File: src/rtl/reg_bank.sv
// reg_bank: multi-port register bank with one write port and two registered read ports.
//   Optional macro REG_BANK_BYPASS_EN enables write-through forwarding on same-address
//   read-during-write. When it is undefined, such a read returns the pre-write contents.
//   Ports:
//     clk      - single clock, all state updates on its rising edge
//     rst_n    - synchronous active-low reset
//     clear    - synchronous flush of all entries
//     we       - write enable
//     waddr    - write address
//     wdata    - write data
//     ra_addr  - read port A address
//     rb_addr  - read port B address
//     ra_data  - registered read port A data
//     rb_data  - registered read port B data
//     ra_valid - entry read on A has been written since the last reset or clear
//     rb_valid - entry read on B has been written since the last reset or clear
module reg_bank #(
   parameter int WIDTH  = 8,
   parameter int ADDR_W = 2
) (
   input  logic              clk,
   input  logic              rst_n,
   input  logic              clear,
   input  logic              we,
   input  logic [ADDR_W-1:0] waddr,
   input  logic [WIDTH-1:0]  wdata,
   input  logic [ADDR_W-1:0] ra_addr,
   input  logic [ADDR_W-1:0] rb_addr,
   output logic [WIDTH-1:0]  ra_data,
   output logic [WIDTH-1:0]  rb_data,
   output logic              ra_valid,
   output logic              rb_valid
);
   localparam int DEPTH = 2**ADDR_W;
   logic [WIDTH-1:0] mem [DEPTH];
   logic [DEPTH-1:0] vld;
   logic             ra_hit, rb_hit;
   logic [WIDTH-1:0] ra_next, rb_next;
   logic             ra_vnext, rb_vnext;
`ifdef REG_BANK_BYPASS_EN
   assign ra_hit = we && (ra_addr == waddr);
   assign rb_hit = we && (rb_addr == waddr);
`else
   assign ra_hit = 1'b0;
   assign rb_hit = 1'b0;
`endif
   // Invalid entries read as zero regardless of stored contents.
   always_comb begin
      ra_vnext = ra_hit | vld[ra_addr];
      rb_vnext = rb_hit | vld[rb_addr];
      ra_next  = ra_hit ? wdata : vld[ra_addr] ? mem[ra_addr] : '0;
      rb_next  = rb_hit ? wdata : vld[rb_addr] ? mem[rb_addr] : '0;
   end
   always_ff @(posedge clk) begin
      if (!rst_n || clear) begin
         mem      <= '{default: '0};
         vld      <= '0;
         ra_data  <= '0;
         rb_data  <= '0;
         ra_valid <= 1'b0;
         rb_valid <= 1'b0;
      end else begin
         ra_data  <= ra_next;
         rb_data  <= rb_next;
         ra_valid <= ra_vnext;
         rb_valid <= rb_vnext;
         if (we) begin
            mem[waddr] <= wdata;
            vld[waddr] <= 1'b1;
         end
      end
   end
endmodule
File: config.mk
export PLATFORM = sky130hd
export DESIGN_NAME = reg_bank
export DESIGN_NICKNAME = d
export VERILOG_FILES = /design/src/rtl/reg_bank.sv
export SDC_FILE = /design/constraint.sdc
export NUM_CORES = 1
export LEC_CHECK = 0
export BUFFER_PORTS_ARGS = -buffer_cell sky130_fd_sc_hd__buf_2
export CELL_PAD_IN_SITES_DETAIL_PLACEMENT = 1
export CELL_PAD_IN_SITES_GLOBAL_PLACEMENT = 2
export CORE_MARGIN = 2
export CORE_UTILIZATION = 33
export DETAILED_ROUTE_END_ITERATION = 7
export GPL_ROUTABILITY_DRIVEN = 0
export PLACE_DENSITY_LB_ADDON = 0.1
export SYNTH_ARGS = -nofsm -noshare
export SYNTH_HDL_FRONTEND = slang
export SYNTH_SLANG_ARGS = --single-unit
File: constraint.sdc
create_clock -name clk -period 1.2 [get_ports clk]
set_clock_uncertainty 0.2 [all_clocks]
set_input_delay 0.06 -clock clk [delete_from_list [all_inputs] [get_ports clk]]
set_output_delay 0.06 -clock clk [all_outputs]
set_load 0.005 [all_outputs]
## Yosys cells after proc, flatten, opt, wreduce, memory -nomap -nowiden

Index checks and enable logic that the tools add are counted.

- Register bits: 54
- Bits in latches: 0
- Bits in writable memories: 0
- Memories: 0
- Output and inout port bits: 18
- ROM bits: 0

- Shift-type cells: 0
- Muxes and demuxes: 15
- Order comparisons: 8
- Multiply operators: 0
- $add $sub $neg: 0
- Equal/unequal tests: 0
- Reductions and logical operators: 6
- Bitwise gates (word level): 6
- Div/mod/pow operators: 0

Operator list:

| kind | count |
|---|---|
| $mux 8 | 5 |
| $bmux 8 s2 | 2 |
| $bwmux 32 | 1 |
| $demux 8 s2 | 1 |
| $ge 3x3->1 const B | 3 |
| $lt 2x3->1 const B | 3 |
| $not 2->3 | 3 |
| $bmux 1 s2 | 2 |
| $or 4x4->4 | 1 |
| $reduce_or 2->1 | 2 |
| $lt 3x1->1 const B | 1 |
| $mux 1 | 3 |
| $demux 1 s2 | 1 |
| $ge 2x1->1 const B | 1 |
| $logic_and 1x1->1 | 2 |
| $not 1->1 | 2 |
| $logic_not 1->1 | 1 |
| $logic_or 1x1->1 | 1 |

## Longest topological paths before layout

Gate-level depths: netlist of the first run.

- Word-level depth: 6
- Mapped depth: 4

## Worst setup path after synthesis of the first run

OpenSTA, ideal clock, no wires.

- Path type: register -> register
- From: register vld[0]
- To: register ra_data[0]
- Path slack: -0.028 ns
- Period minus slack after synthesis: 1.228 ns
- Required time: 0.872 ns
- Arrival: 0.901 ns
- Cell stages (with the launch flop): 4
- Cell sequence: dfxtp_1 mux2_4 a2bb2oi_2 nor2b_1

- Longest elaborated chain between the ends: 4

Ends and longest elaborated chain:

| what | RTL line | source |
|---|---|---|
| start: declaration | 36 | `logic [DEPTH-1:0] vld;` |
| start signal: assignment | 57 | `vld <= '0;` |
| start signal: indexed assignment | 69 | `vld[waddr] <= 1'b1;` |
| $bmux 1 s2 | 51 | `ra_next = ra_hit ? wdata : vld[ra_addr] ? mem[ra_addr] : '0;` |
| $mux 1 (implied by the code) | 51 |  |
| $not 1->1 (no line) | - |  |
| $reduce_or 2->1 (no line) | - |  |
| end signal: assignment | 63 | `ra_data <= ra_next;` |
| end: declaration | 29 | `output logic [WIDTH-1:0] ra_data,` |

No other way between the ends. The select of a mux whose other input is x is not followed.
A chain may end at the register's enable or synchronous reset.

## Worst setup path after layout of the first run

- From: register vld[0]
- To: register ra_data[3]

The elaborated chain is that of the path after synthesis.

==> results of run 1 <==
-- per-stage QoR --
| stage | std cells | instance area (µm²) | utilization (%) | setup TNS, ns | setup slack [ns] |
|---|---|---|---|---|---|
| after floorplan | 196 | 2270 | - | -0.00973 | -0.00973 |
| after global placement | 338 | 2750 | 40.5 | -2.06 | -0.148 |
| after detailed placement | 338 | 2750 | 40.5 | -2.69 | -0.165 |
| after CTS | 356 | 2960 | 43.6 | -0.874 | -0.0782 |
| after global routing | 356 | 2980 | 43.8 | -1.52 | -0.104 |
| final | 356 | 2980 | 43.8 | -0.952 | -0.0778 |
-- cell usage in the layout (no fill, tap or decap) --
cell / n
dfxtp_2: 7
mux2i_1: 24
dfxtp_1: 47
dlygate4sd3_1: 8
buf_4: 17
mux4_2: 15
nand3_1: 1
mux4_1: 1
nand2b_1: 1
mux2i_2: 1
clkbuf_8: 5
and3_1: 1
nand3b_1: 4
a21oi_1: 10
a2bb2oi_4: 2
nand2_1: 16
clkinv_2: 1
nor3b_1: 1
clkinvlp_4: 1
inv_1: 4
clkinv_4: 1
mux2_4: 2
buf_12: 8
mux2i_4: 1
nor3b_2: 2
nor2_1: 28
buf_2: 35
nor2b_1: 16
-- worst max path at each step --
stage / startpoint / slack (ns) / endpoint
after floorplan: mem[16] / -0.01 / ra_data[0]
after global placement: ra_addr[0] / -0.15 / ra_data[3]
after detailed placement: vld[3] / -0.17 / rb_data[6]
after CTS: vld[3] / -0.08 / ra_data[1]
after global routing: vld[0] / -0.10 / ra_data[1]
final: vld[0] / -0.08 / ra_data[3]
-- final cells by class --
type | instances | area [µm²]
inverter | 4 | 15.0
fill | 741 | 3820
tap | 96 | 120
sequential | 54 | 1090
timing repair buffer | 68 | 543
clock buffer | 5 | 68.8
multi-input combinational | 126 | 1120
clock inverter | 3 | 21.3
-- repair_timing --
item,4_1_cts,5_1_grt
gates cloned,0,0
hold buffers,8,0
pin swaps,2,0
setup endpoints to repair,18,18
hold endpoints to repair,32,0
setup buffers,2,0
resized for setup,6,4
-- registers in the layout (all words and copies together) (netlist names) --
signal / cells
mem: 32
ra_data: 8
rb_valid: 1
vld: 4
rb_data: 8
ra_valid: 1
-- cells by family after synthesis --
| logic type | Yosys count | share of synthesized area (%) |
|---|---|---|
| and+or+nand+nor | 70 | 14.8 |
| DFF | 54 | 46.9 |
| muxes | 44 | 30.2 |
| AOI/OAI and AO/OA | 12 | 3.96 |
| buffers and inverters | 16 | 4.18 |
-- power by group --
part           leakage, nW  switching [W]  internal (W)  total [W]
Combinational        0.774       0.000163      0.000185   0.000347
Sequential           0.439      0.0000142       0.00181    0.00182
Clock               0.0441       0.000613      0.000411    0.00102
Total                 1.26       0.000789       0.00241    0.00320
-- worst max-delay path, delay by kind of cell, from the launching register on --
kind	cells	cell delay, ns
multiplexers	1	0.28
AO/OA/AOI/OAI	1	0.16
buffers and inverters	1	0.15
flip-flops	1	0.34
AND/OR/NAND/NOR	1	0.05
-- metal layers --
| metal | part of all wire (%) | routed length, µm | vias up |
|---|---|---|---|
| li1 | - | - | 802 |
| met1 | 47 | 2690 | 827 |
| met2 | 50 | 2840 | 29 |
| met3 | 2.6 | 146 | 5 |
| met4 | 0.56 | 32 | 0 |
| met5 | 0 | 0 | - |
==> out/summary.txt, run 1 <==
Unique masters post-synth -> 21
worst-path maximum fanout -> 8
total CTS buffers -> 5
CTS root buf -> clkbuf_8
Post-DP HPWL -> 4.00 mm
Synth warnings -> 0
# diodes -> 0
vias in the first global route -> 1774
Die W -> 87.6 µm
Post-synth top cells -> dfxtp_1 (54), nor2_1 (28), mux2i_1 (26)
DRT Wirelength -> 5.71 mm
largest net degree at the start of global routing -> 37
Hold Vio Cnt, Final -> 0
Final ANT Viol Nets -> 0
critical-path cell with the highest stage delay -> dfxtp_2
Critical Path RT -> 1.21 ns
aggregate global routing overflow -> 0
CP arrival -> 1.29 ns
clk slew on worst S/H paths -> 0.10 ns
count leader, synth -> dfxtp_1
synthesized cell area -> 2300 µm²
# DRC -> 0
VDD IR-drop max -> 446 µV
most area-consuming cells after synthesis -> dfxtp_1 (47%), mux4_1 (14%), mux2i_1 (11%), nor2_1 (4.6%), nor2b_1 (4.3%)
Async S/R FF share, synth -> 0%
cells along the critical path -> mux2_4, a2bb2oi_4, buf_12, nor2b_1
most area-hungry cell type in the Yosys netlist -> dfxtp_1
CTS sink count -> 54
Vias -> 1663
synthesis-to-finish area growth -> 29.2%
Core Region -> 6790 µm²
1st-pass router iterations -> 4
Syn Nets -> 214
IO buf count -> 35
met3 Use GR -> 3.20%
origin of the critical flop-to-flop path -> vld[0]
H-Tree Depth -> 2
#FFs+latches synth -> 54
crit path time final -> 1.28 ns
total power -> 0.00320 W
failing checks -> negative setup slack
FF-to-FF setup slack -> -0.08 ns
Syn Inst Count -> 196
Yosys top cell area share -> 46.9%
gr busiest metal -> met2
initial antenna violation count -> 0
nature of the critical path endpoint -> flip-flop
first-pass GRT wire length -> 9.26 mm
die area -> 7670 µm²
initial drt markers -> 36
Tcrit/Tclk final -> 106%
DR WL/cell -> 16.0 µm
Longest Clk Path Bufs -> 2
Slew Viols, Final -> 0
GR met2 Demand/Resource -> 27.8%
Hold/Removal Path Class -> input pin to flip-flop
LEAKAGE -> 1.26 nW
Worst Hold Path EP -> mem[7]
Max-Slew Margin vs Limit -> 78.0%
met1 Use GR -> 21.0%
slowest cell delay on critical path -> 0.34 ns
std cell rows -> 30
R2R cell count -> 4
max-cap violation count -> 0
Vias/cell -> 4.67
NumNets Final -> 277
WHS -> 0.0707 ns
final setup violating endpoints -> 18
total track usage -> 16.2%
CTS tree -> built
Setup CP Type -> flip-flop to flip-flop
total power per unit cell area -> 1070 nW/µm²
Seq/Total Area, Yosys -> 46.9%
Initial Utilization -> 33.9%
Post-synth top flop -> dfxtp_1
status -> complete, but fails checks
min-delay src -> we
layout cell share with drive strength beyond 1 -> 37.7%
Die H -> 87.6 µm
Reg-to-Reg End -> ra_data[3]
Hold Path Cell Cnt -> 5
Worst Tran Pin Value -> 0.330 ns
Worst Setup Start Kind -> flip-flop
EDFF count, synth -> 0
Max Freq -> 0.783 GHz
RSZ-0062 raised after global routing -> true
# IOs -> 36
Clock Latency Late Sink -> 0.31 ns
Avg Cell Area, Syn -> 11.8 µm²
Final WS setup -> -0.0778 ns
Note: power is estimated with default switching activity, not from simulation.
==> run 2, diff against run 1 <==
--- a/config.mk
+++ b/config.mk
@@ -5,11 +5,12 @@
 export SDC_FILE = /design/constraint.sdc
 export NUM_CORES = 1
 export LEC_CHECK = 0
+export ABC_AREA = 1
 export BUFFER_PORTS_ARGS = -buffer_cell sky130_fd_sc_hd__buf_2
 export CELL_PAD_IN_SITES_DETAIL_PLACEMENT = 1
 export CELL_PAD_IN_SITES_GLOBAL_PLACEMENT = 2
 export CORE_MARGIN = 2
-export CORE_UTILIZATION = 33
+export CORE_UTILIZATION = 28
 export DETAILED_ROUTE_END_ITERATION = 7
 export GPL_ROUTABILITY_DRIVEN = 0
 export PLACE_DENSITY_LB_ADDON = 0.1
==> run 2 against run 1 <==
Net effect: the run ends with negative hold slack left; final cell count rose by 50%; critical path depth increased by 2; die area increased by 25%; wire length rose by 25%; synthesized cell count grew 87%; largest power group unchanged; highest routed layer unchanged.
==> out/summary.txt, run 2 <==
Reg-to-Reg End -> rb_data[6] (was ra_data[3])
Async S/R FF share, synth -> 0% (unchanged)
Avg Cell Area, Syn -> 6.71 µm² (was 11.8 µm²)
DRT Wirelength -> 7.14 mm (was 5.71 mm)
largest net degree at the start of global routing -> 37 (unchanged)
# DRC -> 0 (unchanged)
1st-pass router iterations -> 4 (unchanged)
first-pass GRT wire length -> 11.9 mm (was 9.26 mm)
count leader, synth -> nand2_1 (was dfxtp_1)
WHS -> -0.0171 ns (was 0.0707 ns)
Max Freq -> 0.893 GHz (was 0.783 GHz)
largest registers -> mem (32), ra_data (8), rb_data (8) (unchanged)
Die W -> 97.8 µm (was 87.6 µm)
setup_tns -> 0 ns (was -0.952 ns)
fin area -> 3130 µm² (was 2980 µm²)
status -> complete, but fails checks (unchanged)
Yosys top cell area share -> 43.9% (was 46.9%)
Synth warnings -> 0 (unchanged)
Final ANT Viol Nets -> 0 (unchanged)
origin of the critical flop-to-flop path -> vld[1] (was vld[0])
aggregate global routing overflow -> 0 (unchanged)
Initial Utilization -> 28.5% (was 33.9%)
Worst Setup EP -> rb_data[6] (was ra_data[3])
R2R cell count -> 6 (was 4)
Setup CP Type -> flip-flop to flip-flop (unchanged)
CP arrival -> 1.18 ns (was 1.29 ns)
failing checks -> negative hold slack (was negative setup slack)
VDD IR-drop max -> 405 µV (was 446 µV)
Core Region -> 8640 µm² (was 6790 µm²)
total power per unit cell area -> 1090 nW/µm² (was 1070 nW/µm²)
Post-synth top cells -> nand2_1 (90), inv_1 (66), dfxtp_1 (54) (was dfxtp_1 (54), nor2_1 (28), mux2i_1 (26))
Worst Tran Pin Value -> 0.299 ns (was 0.330 ns)
commonest non-fill, non-tap cell in the layout -> nand2_1 (was dfxtp_1)
Max-Slew Margin vs Limit -> 80.0% (was 78.0%)
Post-synth top flop -> dfxtp_1 (unchanged)
synthesis-to-finish area growth -> 27.2% (was 29.2%)
Area after DPL -> 2860 µm² (was 2750 µm²)
Vias/cell -> 4.39 (was 4.67)
DR WL/cell -> 13.4 µm (was 16.0 µm)
filler cell count in the final layout -> 1124 (was 741)
die area -> 9560 µm² (was 7670 µm²)
Worst Setup Start Kind -> flip-flop (unchanged)
worst-path maximum fanout -> 5 (was 8)
Reg with most FFs -> mem (unchanged)
initial drt markers -> 51 (was 36)
Die H -> 97.8 µm (was 87.6 µm)
layout cell share with drive strength beyond 1 -> 19.8% (was 37.7%)
nature of the critical path endpoint -> flip-flop (unchanged)
CTS root buf -> clkbuf_8 (unchanged)
most area-consuming cells after synthesis -> dfxtp_1 (44%), nand2_1 (14%), inv_1 (10%), nand3_1 (7.5%), o21ai_0 (5.7%) (was dfxtp_1 (47%), mux4_1 (14%), mux2i_1 (11%), nor2_1 (4.6%), nor2b_1 (4.3%))
std cell rows -> 34 (was 30)
Syn Nets -> 385 (was 214)
most area-hungry cell type in the Yosys netlist -> dfxtp_1 (unchanged)
fin util -> 36.3% (was 43.8%)
Seq/Total Area, Yosys -> 43.9% (was 46.9%)
Post-DP HPWL -> 5.30 mm (was 4.00 mm)
Longest Clk Path Bufs -> 2 (unchanged)
Clock Latency Late Sink -> 0.32 ns (was 0.31 ns)
Slew Viols, Final -> 0 (unchanged)
Hold/Removal Path Class -> input pin to flip-flop (unchanged)
clk slew on worst S/H paths -> 0.09 ns (was 0.10 ns)
Critical Path RT -> 1.26 ns (was 1.21 ns)
LEAKAGE -> 1.54 nW (was 1.26 nW)
Vias -> 2341 (was 1663)
max-cap violation count -> 0 (unchanged)
Hold Vio Cnt, Final -> 1 (was 0)
crit path time final -> 1.12 ns (was 1.28 ns)
EDFF count, synth -> 0 (unchanged)
FF-to-FF setup slack -> 0.08 ns (was -0.08 ns)
Unique masters post-synth -> 19 (was 21)
most frequent cells in the layout -> nand2_1 (88), inv_1 (64), dfxtp_1 (53), nand3_1 (35), buf_2 (35) (was dfxtp_1 (47), buf_2 (35), nor2_1 (28), mux2i_1 (24), buf_4 (17))
total track usage -> 15.4% (was 16.2%)
IO buf count -> 35 (unchanged)
Syn Inst Count -> 367 (was 196)
initial antenna violation count -> 0 (unchanged)
Tcrit/Tclk final -> 93.3% (was 106%)
synthesized cell area -> 2460 µm² (was 2300 µm²)
CTS tree -> built (unchanged)
crit path from -> vld[1] (was vld[0])
Place WS -> -0.129 ns (was -0.165 ns)
CTS sink count -> 54 (unchanged)
#FFs+latches synth -> 54 (unchanged)
Final WS setup -> 0.0806 ns (was -0.0778 ns)
max reg flops -> 32 (unchanged)
NumNets Final -> 442 (was 277)
total CTS buffers -> 5 (unchanged)
final setup violating endpoints -> 0 (was 18)
# diodes -> 0 (unchanged)
H-Tree Depth -> 2 (unchanged)
vias in the first global route -> 2333 (was 1774)
total power -> 0.00342 W (was 0.00320 W)
# IOs -> 36 (unchanged)
run 2: area by class of cell:
| class | count | area (µm²) | area share [%] |
|---|---|---|---|
| inverters | 71 | 267 | 8.51 |
| well taps | 108 | 135 | 4.32 |
| clock buffers | 6 | 72.6 | 2.32 |
| clock inverters | 2 | 16.3 | 0.520 |
| multi-input cells | 229 | 1080 | 34.6 |
| flip-flops and latches | 54 | 1080 | 34.6 |
| repair buffers | 63 | 475 | 15.2 |
run 2: worst min-delay path by stage:
| stage | startpoint | end | cells after the start |
|---|---|---|---|
| 6_report | we | vld[0] | 3 |
| 3_3_place_gp | wdata[2] | mem[18] | 3 |
| 5_1_grt | clear | vld[3] | 4 |
| 4_1_cts | clear | vld[3] | 4 |
| 3_5_place_dp | wdata[2] | mem[18] | 3 |
| 2_1_floorplan | wdata[7] | mem[23] | 2 |
run 2: where the power goes:
part           total, W  internal (W)  leakage (nW)  switching [W]
Sequential      0.00184       0.00183         0.438      0.0000132
Clock           0.00106      0.000421        0.0418       0.000638
Combinational  0.000518      0.000208          1.06       0.000310
run 2: cell families (layout without fill, tap and decap cells):
logic type | after synthesis | in the layout | synth area share, %
AND/OR/NAND/NOR | 170 | 171 | 29.3
buffers and inverters | 85 | 142 | 14.8
AO/OA/AOI/OAI | 58 | 58 | 11.9
flip-flops | 54 | 54 | 43.9
run 2: critical path, cell delays in order (launching register included):
cell     delay (ns)
dfxtp_1        0.34
inv_2          0.04
nand2_1        0.07
nand3_2        0.10
nand2_4        0.12
nand2_8        0.08
nor2_2         0.10
run 2: through the flow:
| step | cells | hold WS, ns |
|---|---|---|
| 3_3_place_gp | 513 | 0.146 |
| 5_1_grt | 533 | 0.00791 |
| 2_1_floorplan | 367 | -0.00513 |
| 4_1_cts | 532 | -0.0205 |
| 3_5_place_dp | 513 | 0.147 |
| 6_report | 533 | -0.0171 |
run 2: routing by layer:
metal / GRT usage (%) / vias to the layer above / wire [µm]
met1: 23.1 / 1065 / 3830
li1: - / 1232 / -
met2: 22.7 / 38 / 2960
met4: 4.81 / 0 / 75
met3: 2.36 / 6 / 266
met5: 0 / - / 0
run 2: repair_timing:
action,CTS,global route
gates resized for setup,0,19
setup endpoints to repair,0,18
hold buffers,11,0
endpoints found under the hold margin,35,0
setup buffers,0,0
==> run 3, diff against run 2 <==
--- a/config.mk
+++ b/config.mk
@@ -9,10 +9,8 @@
 export BUFFER_PORTS_ARGS = -buffer_cell sky130_fd_sc_hd__buf_2
 export CELL_PAD_IN_SITES_DETAIL_PLACEMENT = 1
 export CELL_PAD_IN_SITES_GLOBAL_PLACEMENT = 2
-export CORE_MARGIN = 2
 export CORE_UTILIZATION = 28
 export DETAILED_ROUTE_END_ITERATION = 7
-export GPL_ROUTABILITY_DRIVEN = 0
 export PLACE_DENSITY_LB_ADDON = 0.1
 export SYNTH_ARGS = -nofsm -noshare
 export SYNTH_HDL_FRONTEND = slang
==> run 3 against run 2 <==
Net effect: the flow still finishes with violations (negative hold slack); clock-buffer cell count unchanged; flip-flop and latch count unchanged; wire length up 2.8%; utilization up 1.7 points; worst setup slack worse by 0.022 ns; largest power group unchanged; critical path depth up 1; total power up 0.28%; cell area up 1.2%.
==> out/summary.txt, run 3 (synthesis gave the netlist of run 2 again) <==
crit path time final -> 1.14 ns (was 1.12 ns)
Place WS -> -0.0342 ns (was -0.129 ns)
Initial Utilization -> 29.5% (was 28.5%)
Vias -> 2409 (was 2341)
# IOs -> 36 (unchanged)
Final ANT Viol Nets -> 0 (unchanged)
Placer Congestion -> 0.817
slowest cell delay on critical path -> 0.55 ns (was 0.34 ns)
std cell rows -> 33 (was 34)
RSZ-0062 raised after global routing -> true
clk slew on worst S/H paths -> 0.11 ns (was 0.09 ns)
Hold/Removal Path Class -> input pin to flip-flop (unchanged)
Longest Clk Path Bufs -> 2 (unchanged)
fin util -> 38.0% (was 36.3%)
Worst Tran Pin Value -> 0.252 ns (was 0.299 ns)
final setup violating endpoints -> 0 (unchanged)
status -> complete, but fails checks (unchanged)
# DRC -> 0 (unchanged)
critical-path cell with the highest stage delay -> dlygate4sd3_1 (was dfxtp_1)
CTS sink count -> 54 (unchanged)
CTS tree -> built (unchanged)
WHS -> -0.0143 ns (was -0.0171 ns)
IO buf count -> 35 (unchanged)
initial antenna violation count -> 0 (unchanged)
DR WL/cell -> 13.7 µm (was 13.4 µm)
CTS root buf -> clkbuf_8 (unchanged)
total track usage -> 17.0% (was 15.4%)
Vias/cell -> 4.50 (was 4.39)
Hold Vio Cnt, Final -> 6 (was 1)
aggregate global routing overflow -> 0 (unchanged)
cells along the critical path -> buf_2, buf_4, nand2_2, nor2_4, inv_1, dlygate4sd3_1, a21oi_1 (was inv_2, nand2_1, nand3_2, nand2_4, nand2_8, nor2_2)
Post-DP HPWL -> 5.41 mm (was 5.30 mm)
Core Region -> 8340 µm² (was 8640 µm²)
# diodes -> 0 (unchanged)
1st-pass router iterations -> 4 (unchanged)
H-Tree Depth -> 2 (unchanged)
Setup CP Type -> input pin to flip-flop (was flip-flop to flip-flop)
failing checks -> negative hold slack (unchanged)
Clock Latency Late Sink -> 0.31 ns (was 0.32 ns)
total power per unit cell area -> 1080 nW/µm² (was 1090 nW/µm²)
largest net degree at the start of global routing -> 37 (unchanged)
synthesis-to-finish area growth -> 28.8% (was 27.2%)
nature of the critical path endpoint -> flip-flop (unchanged)
Critical Path RT -> 1.24 ns (was 1.26 ns)
Max-Slew Margin vs Limit -> 83.2% (was 80.0%)
Die W -> 95.8 µm (was 97.8 µm)
final non-filler cell total -> 535 (was 533)
Die H -> 95.8 µm (was 97.8 µm)
CP arrival -> 1.19 ns (was 1.18 ns)
commonest non-fill, non-tap cell in the layout -> nand2_1 (unchanged)
max reg flops -> 32 (unchanged)
layout cell share with drive strength beyond 1 -> 18.8% (was 19.8%)
die area -> 9170 µm² (was 9560 µm²)
Tcrit/Tclk final -> 95.1% (was 93.3%)
Final WS setup -> 0.0588 ns (was 0.0806 ns)
initial drt markers -> 43 (was 51)
Max Freq -> 0.876 GHz (was 0.893 GHz)
most frequent cells in the layout -> nand2_1 (89), inv_1 (65), dfxtp_1 (52), nand3_1 (36), buf_2 (35) (was nand2_1 (88), inv_1 (64), dfxtp_1 (53), nand3_1 (35), buf_2 (35))
Worst Setup Start Kind -> input pin (was flip-flop)
worst-path maximum fanout -> 3 (was 5)
Slew Viols, Final -> 0 (unchanged)
VDD IR-drop max -> 488 µV (was 405 µV)
vias in the first global route -> 2228 (was 2333)
placed cells -> 512 (was 513)
NumNets Final -> 447 (was 442)
total power -> 0.00343 W (was 0.00342 W)
max-cap violation count -> 0 (unchanged)
LEAKAGE -> 1.58 nW (was 1.54 nW)
first-pass GRT wire length -> 11.8 mm (was 11.9 mm)
Reg with most FFs -> mem (unchanged)
DRT Wirelength -> 7.34 mm (was 7.14 mm)
total CTS buffers -> 5 (unchanged)
largest registers -> mem (32), ra_data (8), rb_data (8) (unchanged)
-- run 3: cell types whose count changed in the layout (fill, tap and decap cells not counted), sizes merged --
cell	previous run	this run
dlygate4sd3	11	13
buf	52	55
-- run 3: worst paths after layout --
kind,slack (ns),startpoint,end,cells after the start
setup reg to reg,0.08,vld[1],ra_data[5],6
hold reg to reg,0.28,vld[3],vld[3],1
hold / removal,-0.01,we,mem[27],4
setup / recovery,0.06,waddr[0],vld[1],7
-- run 3: area by class of cell --
class                      instances  area, µm²
sequential                        54       1080
tap                              105        131
fill                            1079       5170
multi-input combinational        229       1070
timing repair buffer              68        531
clock buffer                       6       72.6
clock inverter                     2       16.3
inverter                          71        267
-- run 3: metrics by stage --
stage	instance area, µm²	setup TNS (ns)
after global placement	2890	-0.0806
after floorplan	2460	0
final	3170	0
after global routing	3170	-0.00553
after CTS	3100	0
after detailed placement	2890	-0.121
-- run 3: timing repair --
item                                   4_1_cts  5_1_grt
resized for setup                            0       14
setup buffers                                0        1
setup endpoints to repair                    0       20
endpoints found under the hold margin       35        1
hold buffers                                12        1
-- run 3: critical path, delay by kind of cell --
family | cells | cell delay, ns
buffers and inverters | 4 | 0.80
AO/OA/AOI/OAI | 1 | 0.12
AND/OR/NAND/NOR | 2 | 0.21
-- run 3: report_power, final --
group	leakage (nW)	internal (W)	total, W	switching [W]
combinational	1.10	0.000220	0.000532	0.000313
sequential	0.438	0.00183	0.00184	0.0000148
clock	0.0418	0.000421	0.00105	0.000632
-- run 3: layer usage --
layer	GRT usage (%)	wire, µm
met1	25.7	4030
met2	24.8	3040
met3	2.84	202
met4	3.73	62
met5	0	0
